**src/rtl/tech_sync_handshake_tx.sv**
```systemverilog
// Source end of a two-phase toggle handshake that carries a WIDTH-bit word from clk to another domain.
// Define TECH_SYNC_HANDSHAKE_TX_SKID_EN to add a one-entry holding buffer that accepts a word while busy.
`timescale 1ns/1ps
module tech_sync_handshake_tx #(
  parameter int WIDTH = 32
) (
  input  logic             clk,
  input  logic             clk__enable,
  input  logic             reset_n,
  input  logic [WIDTH-1:0] data_in,
  input  logic             data_valid,
  output logic             data_ready,
  output logic             cdc_req,
  output logic [WIDTH-1:0] cdc_data,
  input  logic             cdc_ack,
  output logic             busy
);

  typedef enum logic {IDLE = 1'b0, BUSY = 1'b1} state_t;

  logic   ack_s1;
  logic   ack_s;
  state_t state;
  logic   accept;

  // cdc_ack lands directly in the first flop; nothing combinational may sit in front of it.
  always_ff @(posedge clk or negedge reset_n) begin
    if (!reset_n) begin
      ack_s1 <= 1'b0;
      ack_s  <= 1'b0;
    end else if (clk__enable) begin
      ack_s1 <= cdc_ack;
      ack_s  <= ack_s1;
    end
  end

  // State is never stored: it is always recomputed from the request/ack pair, so a stray ack cannot wedge it.
  assign state  = (cdc_req == ack_s) ? IDLE : BUSY;
  assign busy   = (state == BUSY);
  assign accept = clk__enable & data_valid & data_ready;

`ifdef TECH_SYNC_HANDSHAKE_TX_SKID_EN
  logic             hold_valid;
  logic [WIDTH-1:0] hold_data;

  assign data_ready = ~hold_valid;

  // A held word always launches first; while it is held data_ready is low, so no newer word can overtake it.
  always_ff @(posedge clk or negedge reset_n) begin
    if (!reset_n) begin
      cdc_req    <= 1'b0;
      cdc_data   <= '0;
      hold_valid <= 1'b0;
      hold_data  <= '0;
    end else if (clk__enable) begin
      if (state == IDLE && hold_valid) begin
        cdc_data   <= hold_data;
        cdc_req    <= ~cdc_req;
        hold_valid <= 1'b0;
      end else if (accept) begin
        if (state == IDLE) begin
          cdc_data <= data_in;
          cdc_req  <= ~cdc_req;
        end else begin
          hold_data  <= data_in;
          hold_valid <= 1'b1;
        end
      end
    end
  end
`else
  assign data_ready = (state == IDLE);

  always_ff @(posedge clk or negedge reset_n) begin
    if (!reset_n) begin
      cdc_req  <= 1'b0;
      cdc_data <= '0;
    end else if (accept) begin
      cdc_data <= data_in;
      cdc_req  <= ~cdc_req;
    end
  end
`endif

endmodule

```
**config.mk**
```make
export PLATFORM = sky130hd
export DESIGN_NAME = tech_sync_handshake_tx
export DESIGN_NICKNAME = d
export VERILOG_FILES = /design/src/rtl/tech_sync_handshake_tx.sv
export SDC_FILE = /design/constraint.sdc
export NUM_CORES = 1
export LEC_CHECK = 0
export ABC_AREA = 1
export CAP_MARGIN = 20
export CORE_MARGIN = 5
export CORE_UTILIZATION = 35
export CTS_CLUSTER_DIAMETER = 80
export CTS_CLUSTER_SIZE = 14
export DETAILED_ROUTE_END_ITERATION = 8
export MAX_ROUTING_LAYER = met4
export PLACE_DENSITY = 0.74
export SETUP_SLACK_MARGIN = 0.5
export SLEW_MARGIN = 20
export SYNTH_ARGS = -nofsm -noshare
export SYNTH_HDL_FRONTEND = slang
export SYNTH_SLANG_ARGS = --single-unit
```
**constraint.sdc**
```tcl
create_clock -name clk -period 1 [get_ports clk]
set_input_delay 0.2 -clock clk [delete_from_list [all_inputs] [get_ports clk]]
set_output_delay 0.2 -clock clk [all_outputs]
set_load 0.03 [all_outputs]
```
==> flow_metrics.tcl, run 1 <==
set metrics [dict create \
    wire_per_inst_um 14.2 \
    syn-instance-count 156 \
    crit-reg2reg-capture "cdc_data[1]" \
    power.density_cell_area_nw_per_um2 2220 \
    final_antenna_net_count 0 \
    synth_net_count 193 \
    maximum_buffer_depth_of_the_clock_tree 2 \
    tritoncts_buffer_count 5 \
    critPathLaunch "cdc_req" \
    setup_viol 67 \
    die_w_um 74.0 \
    max_slew_margin_pct 87.2 \
    first_global_vias 1493 \
    clock.fmax_mhz 749 \
    worst_clock_skew_ns 0.00550 \
    crit_type "reg2out" \
    multiInputGateArea_um2 519 \
    grt_remaining_overflow 0 \
    slew_at_the_pin_closest_to_its_max_slew_limit_ns 0.192 \
    grt_pass1_wl_mm 6.82 \
    holdWs_ns -0.134 \
    hp-class "in2async" \
    wirelength_mm 4.32 \
    seq_power_share_pct 35.7 \
    pin_count_of_the_biggest_net_entering_global_routing 36 \
    std_cell_rows 23 \
    die_h_um 74.0 \
    insertedDiodeCount 0 \
    flow.area_growth_from_synthesis_pct 88.6 \
    via_per_inst 4.60 \
    post-route-min-period_ns 1.33 \
    p_int_mw 3.76 \
    swShare_pct 37.4 \
    post-route-drc-count 0 \
    vias 1402 \
    critical_path.max_fanout 3 \
    place.port_buffers 71 \
    tritoncts "built" \
    synthTopCellsByArea "sky130_fd_sc_hd__dfrtp_1 (61%), sky130_fd_sc_hd__nand2_1 (18%), sky130_fd_sc_hd__nand3_1 (11%)" \
    worstSetupStartpointType "flop" \
    arrival_ns 1.13 \
    layout-drive-gt1-share_pct 48.6 \
    worst_ir_drop_vdd_mv 1.25 \
    worstReg2RegStart "ack_s" \
    clock_power_share_pct 17.0 \
    final.period_utilization_pct 133 \
    dp_hpwl_mm 2.78 \
    power_leakage_nw 1.33 \
    drv.max_cap_violation_count 0 \
    number_of_synthesized_flops_with_an_enable_pin 0 \
    finalHoldViolations 35 \
    run_status "finished, violations left" \
    place_congestion 0.719 \
    clock-root-buffer "sky130_fd_sc_hd__clkbuf_8" \
    floorplan.core_area_um2 3970 \
    yosys_register_bits 35 \
    place_worst_setup_slack_ns -0.347 \
    synth_top_cell_area_share_pct 61.1 \
    final.setup.worst_slack_ns -0.335 \
    path_clk_slew_ns 0.07 \
    mappedNetlistArea_um2 1430 \
    ff2ff_setup_slack_ns -0.25 \
    p_comb_share_pct 47.3 \
    worstSetupEndpointType "output pin" \
    yosys.area.top_type "sky130_fd_sc_hd__dfrtp_1" \
    timing.reg2reg.worst_path_depth 8 \
    htree_num_levels 2 \
    clkLatencyLatePin_ns 0.28 \
    ys.flop_type "sky130_fd_sc_hd__dfrtp_1" \
    synthesis.yosys.warnings 0 \
    initial_util_pct 36.1 \
    worst_setup_path_endpoint "busy" \
    synthTopCellsByCount "sky130_fd_sc_hd__nand2_1 (70), sky130_fd_sc_hd__dfrtp_1 (35), sky130_fd_sc_hd__nand3_1 (32)" \
    failed_checks "negative hold slack, negative setup slack" \
    design.die.area_um2 5470 \
    mean_cell_area_of_the_mapped_netlist_um2 9.18 \
    synth_cell_types 12 \
    num-nets-final 292 \
    synth.most_common_cell "sky130_fd_sc_hd__nand2_1" \
    number_of_antenna_violations_at_the_first_check_in_global_routing 0 \
    sequential_area_share_after_synthesis_pct 61.1 \
    ios 72 \
    numClockSinks 35 \
    report.final.slew_viol_count 0 \
    synth-async-reset-ratio_pct 100 \
    firstDrtPassIters 4 \
    n_fill_cell 316 \
    rsz0062_at_grt "yes" \
    detailedRoute.firstIterationViolations 89 \
    seqCellArea_um2 917 \
    cp_data_required_time_ns 0.80 \
    power_switching_mw 2.25 \
    grtUsageTotal_pct 17.0 \
]
-- flip-flops by register name, summed over array words and instances, names as in the netlist --
register  cells
ack_s1        1
cdc_req       1
ack_s         1
cdc_data     32
-- worst min path at each step --
stage / start / slack (ns) / cells past startpoint / to
6_report: reset_n / -0.13 / 2 / cdc_data[29]
5_1_grt: reset_n / -0.13 / 2 / cdc_data[29]
4_1_cts: reset_n / -0.13 / 2 / cdc_data[16]
3_5_place_dp: reset_n / 0.18 / 2 / cdc_data[29]
3_3_place_gp: reset_n / 0.18 / 2 / cdc_data[29]
2_1_floorplan: reset_n / -0.1 / 0 / ack_s
-- per-layer routing --
| metal | share of wire [%] | global-route usage, % | vias up |
|---|---|---|---|
| met3 | 7.9 | 5.27 | 9 |
| met5 | 0 | - | - |
| li1 | - | - | 689 |
| met4 | 1.2 | 5.03 | 0 |
| met1 | 38 | 19.2 | 651 |
| met2 | 53 | 28.8 | 53 |
-- repair_timing --
action,in CTS,in global routing
gates resized for setup,43,11
setup endpoints to repair,70,70
gates cloned,2,0
pin swaps,2,2
endpoints found under the hold margin,35,35
setup buffers,12,3
-- kinds of logic after synthesis --
| family | count (synthesis) | share of synthesized area [%] |
|---|---|---|
| AND/OR/NAND/NOR | 105 | 31.6 |
| buffers and inverters | 13 | 5.76 |
| AO/OA/AOI/OAI | 2 | 0.699 |
| multiplexers | 1 | 0.786 |
| flip-flops | 35 | 61.1 |
-- final cells by class --
cell class / count / share of cell area, %
timing repair buffer: 101 / 40.6
sequential: 35 / 33.9
multi-input combinational: 108 / 19.2
clock buffer: 6 / 3.06
tap: 50 / 2.31
inverter: 4 / 0.741
clock inverter: 1 / 0.185
-- power by group through the flow --
stage	registers, mW	clock network, mW	logic [mW]
after floorplan	2.83	0	0.528
after global placement	2.09	0	2.23
after detailed placement	2.09	0	2.27
after CTS	2.13	1.06	2.75
after global routing	2.19	1.11	3.03
final	2.14	1.02	2.84
-- worst max-delay path, cell delays in order (launching register included) --
cell and delay (ns):
sky130_fd_sc_hd__dfrtp_2 0.42, sky130_fd_sc_hd__inv_2 0.07, sky130_fd_sc_hd__nand2_2 0.06, sky130_fd_sc_hd__nand2_4 0.09, sky130_fd_sc_hd__clkinvlp_4 0.08, sky130_fd_sc_hd__buf_6 0.13
-- cell usage in the layout (no fill, tap or decap), types with 3 or more instances in the layout --
master / instances
sky130_fd_sc_hd__nand2_2: 8
sky130_fd_sc_hd__buf_12: 6
sky130_fd_sc_hd__clkbuf_8: 6
sky130_fd_sc_hd__nand2_4: 3
sky130_fd_sc_hd__buf_6: 37
sky130_fd_sc_hd__dfrtp_2: 33
sky130_fd_sc_hd__nand3_1: 32
sky130_fd_sc_hd__nand2_1: 61
sky130_fd_sc_hd__clkdlybuf4s50_1: 34
sky130_fd_sc_hd__buf_4: 20
-- through the flow --
stage | power, mW | instances | utilization [%] | cell area [µm²] | TNS [ns]
finish | 6.01 | 305 | 68.1 | 2700 | -9.17
global route | 6.34 | 305 | 68.1 | 2700 | -13.25
CTS | 5.94 | 302 | 66.6 | 2650 | -10.11
detailed placement | 4.36 | 281 | 56.4 | 2240 | -11.25
global placement | 4.33 | 281 | 56.4 | 2240 | -10.41
floorplan | 3.35 | 156 | - | 1490 | -3.33
Power figures use the tool's default switching activity.
==> run 2, diff against run 1 <==
--- a/config.mk
+++ b/config.mk
@@ -8,12 +8,12 @@
 export ABC_AREA = 1
 export CAP_MARGIN = 20
 export CORE_MARGIN = 5
-export CORE_UTILIZATION = 35
-export CTS_CLUSTER_DIAMETER = 80
+export CORE_UTILIZATION = 40
+export CTS_CLUSTER_DIAMETER = 120
 export CTS_CLUSTER_SIZE = 14
 export DETAILED_ROUTE_END_ITERATION = 8
 export MAX_ROUTING_LAYER = met4
-export PLACE_DENSITY = 0.74
+export PLACE_DENSITY = 0.78
 export SETUP_SLACK_MARGIN = 0.5
 export SLEW_MARGIN = 20
 export SYNTH_ARGS = -nofsm -noshare
==> constraint.sdc (replaced) <==
create_clock -name clk -period 1.55 [get_ports clk]
set_input_delay 0.31 -clock clk [delete_from_list [all_inputs] [get_ports clk]]
set_output_delay 0.31 -clock clk [all_outputs]
set_load 0.03 [all_outputs]
==> run 2 against run 1 <==
  * The run now ends clean
  * Total power down 39%
  * Clock skew down 0.00095 ns
  * Sequential cell count unchanged
  * Combinational power down 38%
  * Critical path depth unchanged
  * Highest routed layer unchanged
  * Largest cell class unchanged
  * Critical path type unchanged
  * Wire length down 7.7%
  * Largest power group unchanged
  * Global-route usage up 0.47 points
==> flow_metrics.tcl, run 2 (synthesis results as in run 1) <==
set metrics [dict create \
    initial_util_pct 42.3 \
    grt_remaining_overflow 0 \
    pin_count_of_the_biggest_net_entering_global_routing 33 \
    drv.max_cap_violation_count 0 \
    crit_type "reg2out" \
    max_slew_margin_pct 71.3 \
    layout.cells.most_common "sky130_fd_sc_hd__nand2_1" \
    finalHoldViolations 0 \
    maximum_buffer_depth_of_the_clock_tree 2 \
    number_of_antenna_violations_at_the_first_check_in_global_routing 0 \
    first_global_vias 1498 \
    wl_met1_mm 1.66 \
    rsz0062_at_grt "yes" \
    detailedRoute.firstIterationViolations 138 \
    firstDrtPassIters 4 \
    largest_register_ffs 32 \
    crit-reg2reg-capture "cdc_data[8]" \
    placedInstanceArea_um2 2230 \
    die_w_um 69.8 \
    post-route-cell-area_um2 2510 \
    post-route-drc-count 0 \
    num-nets-final 289 \
    worstSetupStartpointType "flop" \
    critical-path-top-delay-family "flip-flops" \
    n_fill_cell 259 \
    ios 72 \
    worstSetupEndpointType "output pin" \
    cp_data_required_time_ns 1.24 \
    floorplan.core_area_um2 3390 \
    tritoncts "built" \
    final_cell_mix "sky130_fd_sc_hd__nand2_1 (69), sky130_fd_sc_hd__clkdlybuf4s50_1 (35), sky130_fd_sc_hd__dfrtp_1 (34), sky130_fd_sc_hd__buf_6 (34), sky130_fd_sc_hd__nand3_1 (32)" \
    final_antenna_net_count 0 \
    design.die.area_um2 4880 \
    critical_path.max_fanout 4 \
    slew_at_the_pin_closest_to_its_max_slew_limit_ns 0.431 \
    numClockSinks 35 \
    hp-class "in2async" \
    max_flop_register "cdc_data" \
    vias 1418 \
    ff2ff_setup_slack_ns 0.39 \
    p_comb_share_pct 48.1 \
    cell_at_the_slowest_stage_of_the_critical_path "sky130_fd_sc_hd__dfrtp_2" \
    worst_clock_skew_ns 0.00455 \
    grt_pass1_wl_mm 6.74 \
    cp_num_buf_inv 3 \
    layout-drive-gt1-share_pct 31.6 \
    clkLatencyLatePin_ns 0.33 \
    insertedDiodeCount 0 \
    path_cells "inv_2, nand2_2, nand2_4, clkinvlp_4, buf_6" \
    p_int_mw 2.25 \
    power_leakage_nw 1.30 \
    grtUsageTotal_pct 17.4 \
    place.port_buffers 71 \
    wirelength_mm 3.99 \
    tritoncts_buffer_count 5 \
    post-route-min-period_ns 1.53 \
    htree_num_levels 2 \
    timing.reg2reg.worst_path_depth 6 \
    path_clk_slew_ns 0.10 \
    via_per_inst 4.74 \
    final_core_util_pct 74.0 \
    arrival_ns 1.22 \
    dp_hpwl_mm 2.69 \
    final.period_utilization_pct 98.5 \
    setup_viol 0 \
    clock.fmax_mhz 655 \
    seq_power_share_pct 36.5 \
    report.final.slew_viol_count 0 \
    routed-wl-met3_um 328 \
    holdWs_ns 0.435 \
    swShare_pct 38.4 \
    power.density_cell_area_nw_per_um2 1460 \
    highest_signal_layer_in_the_routed_design "met4" \
    run_status "completed" \
    clock-root-buffer "sky130_fd_sc_hd__clkbuf_4" \
    wire_per_inst_um 13.3 \
    worst_ir_drop_vdd_mv 0.918 \
    die_h_um 69.8 \
    detailroute.wirelength.met2_mm 1.96 \
    std_cell_rows 21 \
    worstReg2RegStart "cdc_req" \
    place_congestion 0.717 \
    flow.area_growth_from_synthesis_pct 75.2 \
    critical_path.max_stage_delay_ns 0.44 \
    clock_power_share_pct 15.4 \
    power_switching_mw 1.40 \
]
run 2: cell types whose count changed in the layout (fill, tap and decap cells not counted), moves of 3 or more:
cell,before,now
sky130_fd_sc_hd__clkbuf_4,0,5
sky130_fd_sc_hd__nand2_2,8,2
sky130_fd_sc_hd__dfrtp_1,2,34
sky130_fd_sc_hd__nand2_1,61,69
sky130_fd_sc_hd__clkbuf_8,6,2
sky130_fd_sc_hd__dfrtp_2,33,1
sky130_fd_sc_hd__buf_4,20,23
sky130_fd_sc_hd__buf_6,37,34
run 2: worst max path at each step:
stage,slack [ns],depth (start not counted),start,to
4_1_cts,0.02,5,cdc_req,busy
3_5_place_dp,0.1,7,clk__enable,cdc_data[8]
6_report,0.02,5,cdc_req,busy
5_1_grt,-0.06,5,ack_s,busy
3_3_place_gp,0.12,7,clk__enable,cdc_data[20]
2_1_floorplan,0.18,5,cdc_req,busy
run 2: cell type report:
type	instances	area [µm²]	area share, %
clock buffer	7	65.1	2.59
clock inverter	1	7.51	0.299
inverter	4	20.0	0.798
multi-input combinational	108	482	19.2
sequential	35	877	34.9
tap	46	57.6	2.29
timing repair buffer	98	1000	39.9
run 2: routing by layer:
metal | GRT usage (%) | up-vias
met4 | 5.74 | 0
met3 | 5.94 | 5
met1 | 19.7 | 662
met5 | - | -
met2 | 28.9 | 57
li1 | - | 694
run 2: power by group through the flow:
stage | Combinational [mW] | Clock, mW | Sequential, mW
after floorplan | 0.339 | 0 | 1.77
after global placement | 1.50 | 0 | 1.30
after detailed placement | 1.52 | 0 | 1.30
after CTS | 1.71 | 0.583 | 1.33
after global routing | 1.88 | 0.625 | 1.36
final | 1.76 | 0.562 | 1.34
run 2: metrics by stage:
stage | setup slack (ns) | setup TNS (ns) | total power [mW] | cells
after floorplan | 0.183 | 0 | 2.11 | 156
after global placement | 0.117 | 0 | 2.80 | 271
after detailed placement | 0.0951 | 0 | 2.82 | 271
after CTS | 0.0176 | 0 | 3.62 | 294
after global routing | -0.0636 | -0.0636 | 3.87 | 299
final | 0.0231 | 0 | 3.65 | 299
run 2: timing repair:
| action | in CTS | in global routing |
|---|---|---|
| setup endpoints to repair | 67 | 67 |
| cloned | 0 | 0 |
| pin swaps | 1 | 0 |
| hold endpoints to repair | 16 | 0 |
| gates resized for setup | 229 | 5 |
| hold buffers | 1 | 0 |
| buffers inserted | 14 | 5 |
